## src/rtl/wb_regfile.sv

```systemverilog
// Writeback-side register file: 32 GPRs (r0 hardwired to zero) plus the HI/LO pair.
// Define WB_BYPASS_EN for same-cycle write-through on the GPR and HI/LO read ports.
module wb_regfile #(
    parameter int unsigned REG_NUM = 32,
    parameter int unsigned REG_AW  = 5,
    parameter int unsigned DW      = 32
) (
    input  logic              clk,
    input  logic              rst,
    input  logic              we,
    input  logic [REG_AW-1:0] waddr,
    input  logic [DW-1:0]     wdata,
    input  logic              re1,
    input  logic [REG_AW-1:0] raddr1,
    output logic [DW-1:0]     rdata1,
    input  logic              re2,
    input  logic [REG_AW-1:0] raddr2,
    output logic [DW-1:0]     rdata2,
    input  logic              hilo_we,
    input  logic [DW-1:0]     hi_i,
    input  logic [DW-1:0]     lo_i,
    output logic [DW-1:0]     hi_o,
    output logic [DW-1:0]     lo_o
);

    logic [DW-1:0] regs_q [REG_NUM];
    logic [DW-1:0] hi_q;
    logic [DW-1:0] lo_q;

    always_ff @(posedge clk) begin
        if (rst) begin
            for (int i = 0; i < REG_NUM; i++) begin
                regs_q[i] <= '0;
            end
            hi_q <= '0;
            lo_q <= '0;
        end else begin
            if (we && (waddr != '0)) begin
                regs_q[waddr] <= wdata;
            end
            if (hilo_we) begin
                hi_q <= hi_i;
                lo_q <= lo_i;
            end
        end
    end

    // raddr != 0 already implies waddr != 0 on a bypass hit.
    always_comb begin
        rdata1 = '0;
        if (rst || (raddr1 == '0)) begin
            rdata1 = '0;
`ifdef WB_BYPASS_EN
        end else if (we && re1 && (raddr1 == waddr)) begin
            rdata1 = wdata;
`endif
        end else if (re1) begin
            rdata1 = regs_q[raddr1];
        end
    end

    always_comb begin
        rdata2 = '0;
        if (rst || (raddr2 == '0)) begin
            rdata2 = '0;
`ifdef WB_BYPASS_EN
        end else if (we && re2 && (raddr2 == waddr)) begin
            rdata2 = wdata;
`endif
        end else if (re2) begin
            rdata2 = regs_q[raddr2];
        end
    end

    always_comb begin
        hi_o = hi_q;
        lo_o = lo_q;
`ifdef WB_BYPASS_EN
        if (hilo_we) begin
            hi_o = hi_i;
            lo_o = lo_i;
        end
`endif
        if (rst) begin
            hi_o = '0;
            lo_o = '0;
        end
    end

endmodule
```

## config.mk

```make
export PLATFORM = sky130hd
export DESIGN_NAME = wb_regfile
export DESIGN_NICKNAME = d
export VERILOG_FILES = /design/src/rtl/wb_regfile.sv
export SDC_FILE = /design/constraint.sdc
export NUM_CORES = 2
export LEC_CHECK = 0
export CAP_MARGIN = 20
export CORE_ASPECT_RATIO = 1.5
export CORE_MARGIN = 3
export CORE_UTILIZATION = 55
export DETAILED_ROUTE_END_ITERATION = 10
export PLACE_DENSITY_LB_ADDON = 0.25
export SLEW_MARGIN = 20
export SYNTH_ARGS = -nofsm -noshare
export SYNTH_HDL_FRONTEND = slang
export SYNTH_SLANG_ARGS = --single-unit
```

## constraint.sdc

```tcl
create_clock -name clk -period 3.6 [get_ports clk]
set_input_delay 0.36 -clock clk [delete_from_list [all_inputs] [get_ports clk]]
set_output_delay 0.36 -clock clk [all_outputs]
set_load 0.005 [all_outputs]
```

==> flow_metrics.tcl <==
set metrics [dict create \
    post-route-period-util 1.02 \
    drc_errors 0 \
    routedWlPerCell_um 36.4 \
    drive_gt1_frac 0.233 \
    cts.sinks 1088 \
    root_buffer "clkbuf_16" \
    ctsHtreeMaxLevel 3 \
    path_class "reg -> out" \
    dieArea_um2 108000 \
    reg2reg_slack_ps 2960 \
    cp_max_fo 2 \
    reg2reg_from "lo_q[2]" \
    design_area_um2 65900 \
    synth_seq_cells 1088 \
    port_buffers 244 \
    max_freq_mhz 273 \
    violations "setup timing" \
    clk_pin_slew_ps 70 \
    nets 4161 \
    endpoint_kind "output pin" \
    floorplan.core_area_um2 102000 \
    slowest_stage "a2111oi_0" \
    slowest_delay_ps 800 \
    multi_input_area_um2 23600 \
    initial_core_util 0.558 \
    first_pass_iters 7 \
    grtUsageMet3 0.108 \
    slew_viol_final 0 \
    yosysSeqAreaShare 0.562 \
    final_hold_viol_count 0 \
    die_y_um 400 \
    antenna_found_initial 27 \
    dpl-instance-area_um2 62300 \
    worst_slack_ps -58.1 \
    start_kind "register" \
    seqCellArea_um2 32000 \
    cts_tree "built" \
    worstPathRequired_ps 3240 \
    cts_buffers 103 \
    ys_warn_count 0 \
    via_per_inst 7.03 \
    hp-class "in -> reg" \
    grt-ovfl-total 0 \
    grt_util_all_layers 0.373 \
    num_vias 38300 \
    crit_arrival_ps 3300 \
    worstMarginPinSlew_ps 1070 \
    synth_edf_count 1024 \
    ys.flop_type "edfxtp_1" \
    postRouteAntennaNets 0 \
    max_cap_viol_count 0 \
    power.leakage_nw 23.2 \
    async_flop_share 0 \
    finalWirelength_um 198000 \
    slew_headroom 0.286 \
    cts_max_path_buffers 3 \
    fill_cells 7207 \
    syn_inst 3825 \
    synth_area_per_cell_um2 14.9 \
    dp_hpwl_um 120000 \
    power.density_nw_per_um2 456 \
    gp_congestion 0.910 \
    skew_ps 0 \
    status "finished, violations left" \
    grtUsageMet2 0.587 \
    area_growth_pct 15.6 \
    row_count 143 \
    drt-initial-drc-count 5607 \
    vdd_ir_drop_max_v 0.000373 \
    cp-endpoint "rdata2[21]" \
    r2r_end "lo_q[2]" \
    cts_setup_buffers 0 \
    met1_usage 0.442 \
    yosysUniqueCellTypes 49 \
    grt_pass1_wl_um 278000 \
    path_cells "mux4_2 -> nand2_1 -> a21oi_1 -> a2111oi_0 -> buf_4 -> a31oi_1 -> clkdlybuf4s50_1" \
    clock_latency_ps 710 \
    cp-startpoint "regs_q[28][21]" \
    io_pins 245 \
    fin_crit_ps 3660 \
    reg2regPathDepth 2 \
    final_util 0.646 \
    grt_start_max_net_pins 155 \
    top_usage_layer "met2" \
    setup-violations-final 1 \
    syn_area_um2 56900 \
    fp.dieW_um 269 \
    grt_pass1_vias 38900 \
]
[stage by stage]
step | cells | setup slack [ps] | power, mW | hold slack [ps] | setup TNS [ps]
finish | 5445 | -58.1 | 30.0 | 205 | -58.1
global route | 5434 | -2.50 | 30.7 | 194 | -2.50
CTS | 5433 | 11.8 | 30.0 | 161 | 0
detailed placement | 5243 | -228 | 18.8 | 476 | -369
global placement | 5243 | -310 | 18.8 | 463 | -616
floorplan | 3856 | 1330 | 17.1 | 452 | 0
[cells in the mapped netlist (16+ instances only)]
cell | n | share of area
edfxtp_1 | 1024 | 0.54
and2_1 | 995 | 0.11
mux4_2 | 459 | 0.18
clkbuf_1 | 284 | 0.019
mux2i_1 | 264 | 0.046
nor2_1 | 117 | 0.0077
a22oi_1 | 74 | 0.0098
nor2b_1 | 69 | 0.0076
dfxtp_1 | 64 | 0.022
buf_2 | 59 | 0.0052
nand2_1 | 40 | 0.0026
a21oi_1 | 33 | 0.0029
or2_2 | 32 | 0.0035
a31oi_1 | 31 | 0.0034
buf_4 | 27 | 0.0036
o221ai_1 | 26 | 0.0040
o22a_1 | 26 | 0.0040
a22o_1 | 22 | 0.0034
mux2_2 | 21 | 0.0042
nand3_1 | 17 | 0.0015
buf_1 | 16 | 0.0011
[worst max-delay path, delay by kind of cell (launching register included)]
kind                   cells  cell delay [ps]
muxes                      1              460
DFF                        1              400
buffers and inverters      2              720
and+or+nand+nor            1               80
AOI/OAI and AO/OA          3              920
[report_power, final]
group          total (mW)  switching (mW)  internal, mW
Sequential           14.9           0.365          14.5
Combinational        3.80            2.06          1.73
Clock                11.3            4.91          6.41
Total                30.0            7.34          22.7
[cells in the final DEF (no fill, tap or decap), drive strengths merged, types with 36 or more instances in the layout]
| cell | netlist | routed |
|---|---|---|
| mux4 | 459 | 459 |
| clkinv | 0 | 36 |
| mux2i | 264 | 264 |
| clkdlybuf4s50 | 0 | 236 |
| a22oi | 74 | 74 |
| clkbuf | 284 | 131 |
| nand2 | 40 | 40 |
| and2 | 996 | 996 |
| nor2 | 117 | 117 |
| nor2b | 69 | 69 |
| edfxtp | 1024 | 1024 |
| buf | 112 | 242 |
| dfxtp | 64 | 64 |
[metal layers]
layer  share of wire  wire length [µm]
met4           0.083             16400
met5         0.00020                39
met3            0.13             25400
met1            0.32             63400
met2            0.47             93100
[state kept, by name (all words and copies together) (netlist names)]
| name | count |
|---|---|
| regs_q | 1024 |
| hi_q | 32 |
| lo_q | 32 |
[worst min path at each step]
stage / start / endpoint / slack, ps / cells after the start
2_1_floorplan: hi_q[0] / hi_q[0] / 450 / 2
3_3_place_gp: lo_q[19] / lo_q[19] / 460 / 2
3_5_place_dp: lo_q[11] / lo_q[11] / 480 / 2
4_1_cts: rst / regs_q[0][17] / 160 / 2
5_1_grt: rst / regs_q[0][17] / 190 / 2
6_report: rst / regs_q[0][17] / 200 / 2
[repair_timing]
action	in CTS	in global routing
setup endpoints to repair	5	5
hold buffers	1	0
resized for setup	7	6
hold endpoints to repair	6	0
pin swaps	0	0
[area by class of cell]
cell class	instances	share of cell area
Clock buffer	131	0.0428
Multi-Input combinational cell	2365	0.358
Sequential cell	1088	0.486
Timing Repair Buffer	479	0.0772
Antenna cell	12	0.000456
Inverter	7	0.000399
Clock inverter	58	0.00963
Tap cell	1305	0.0248
[cell families (layout without fill, tap and decap cells)]
logic type,count (synthesis),after routing,synth area share
compound gates,282,282,0.0376
buf+inv,403,675,0.0310
flops,1088,1088,0.562
mux,744,744,0.232
other cells,1,44,0.0000658
simple gates,1307,1307,0.137
No activity file was read; power rests on OpenSTA's default activity.
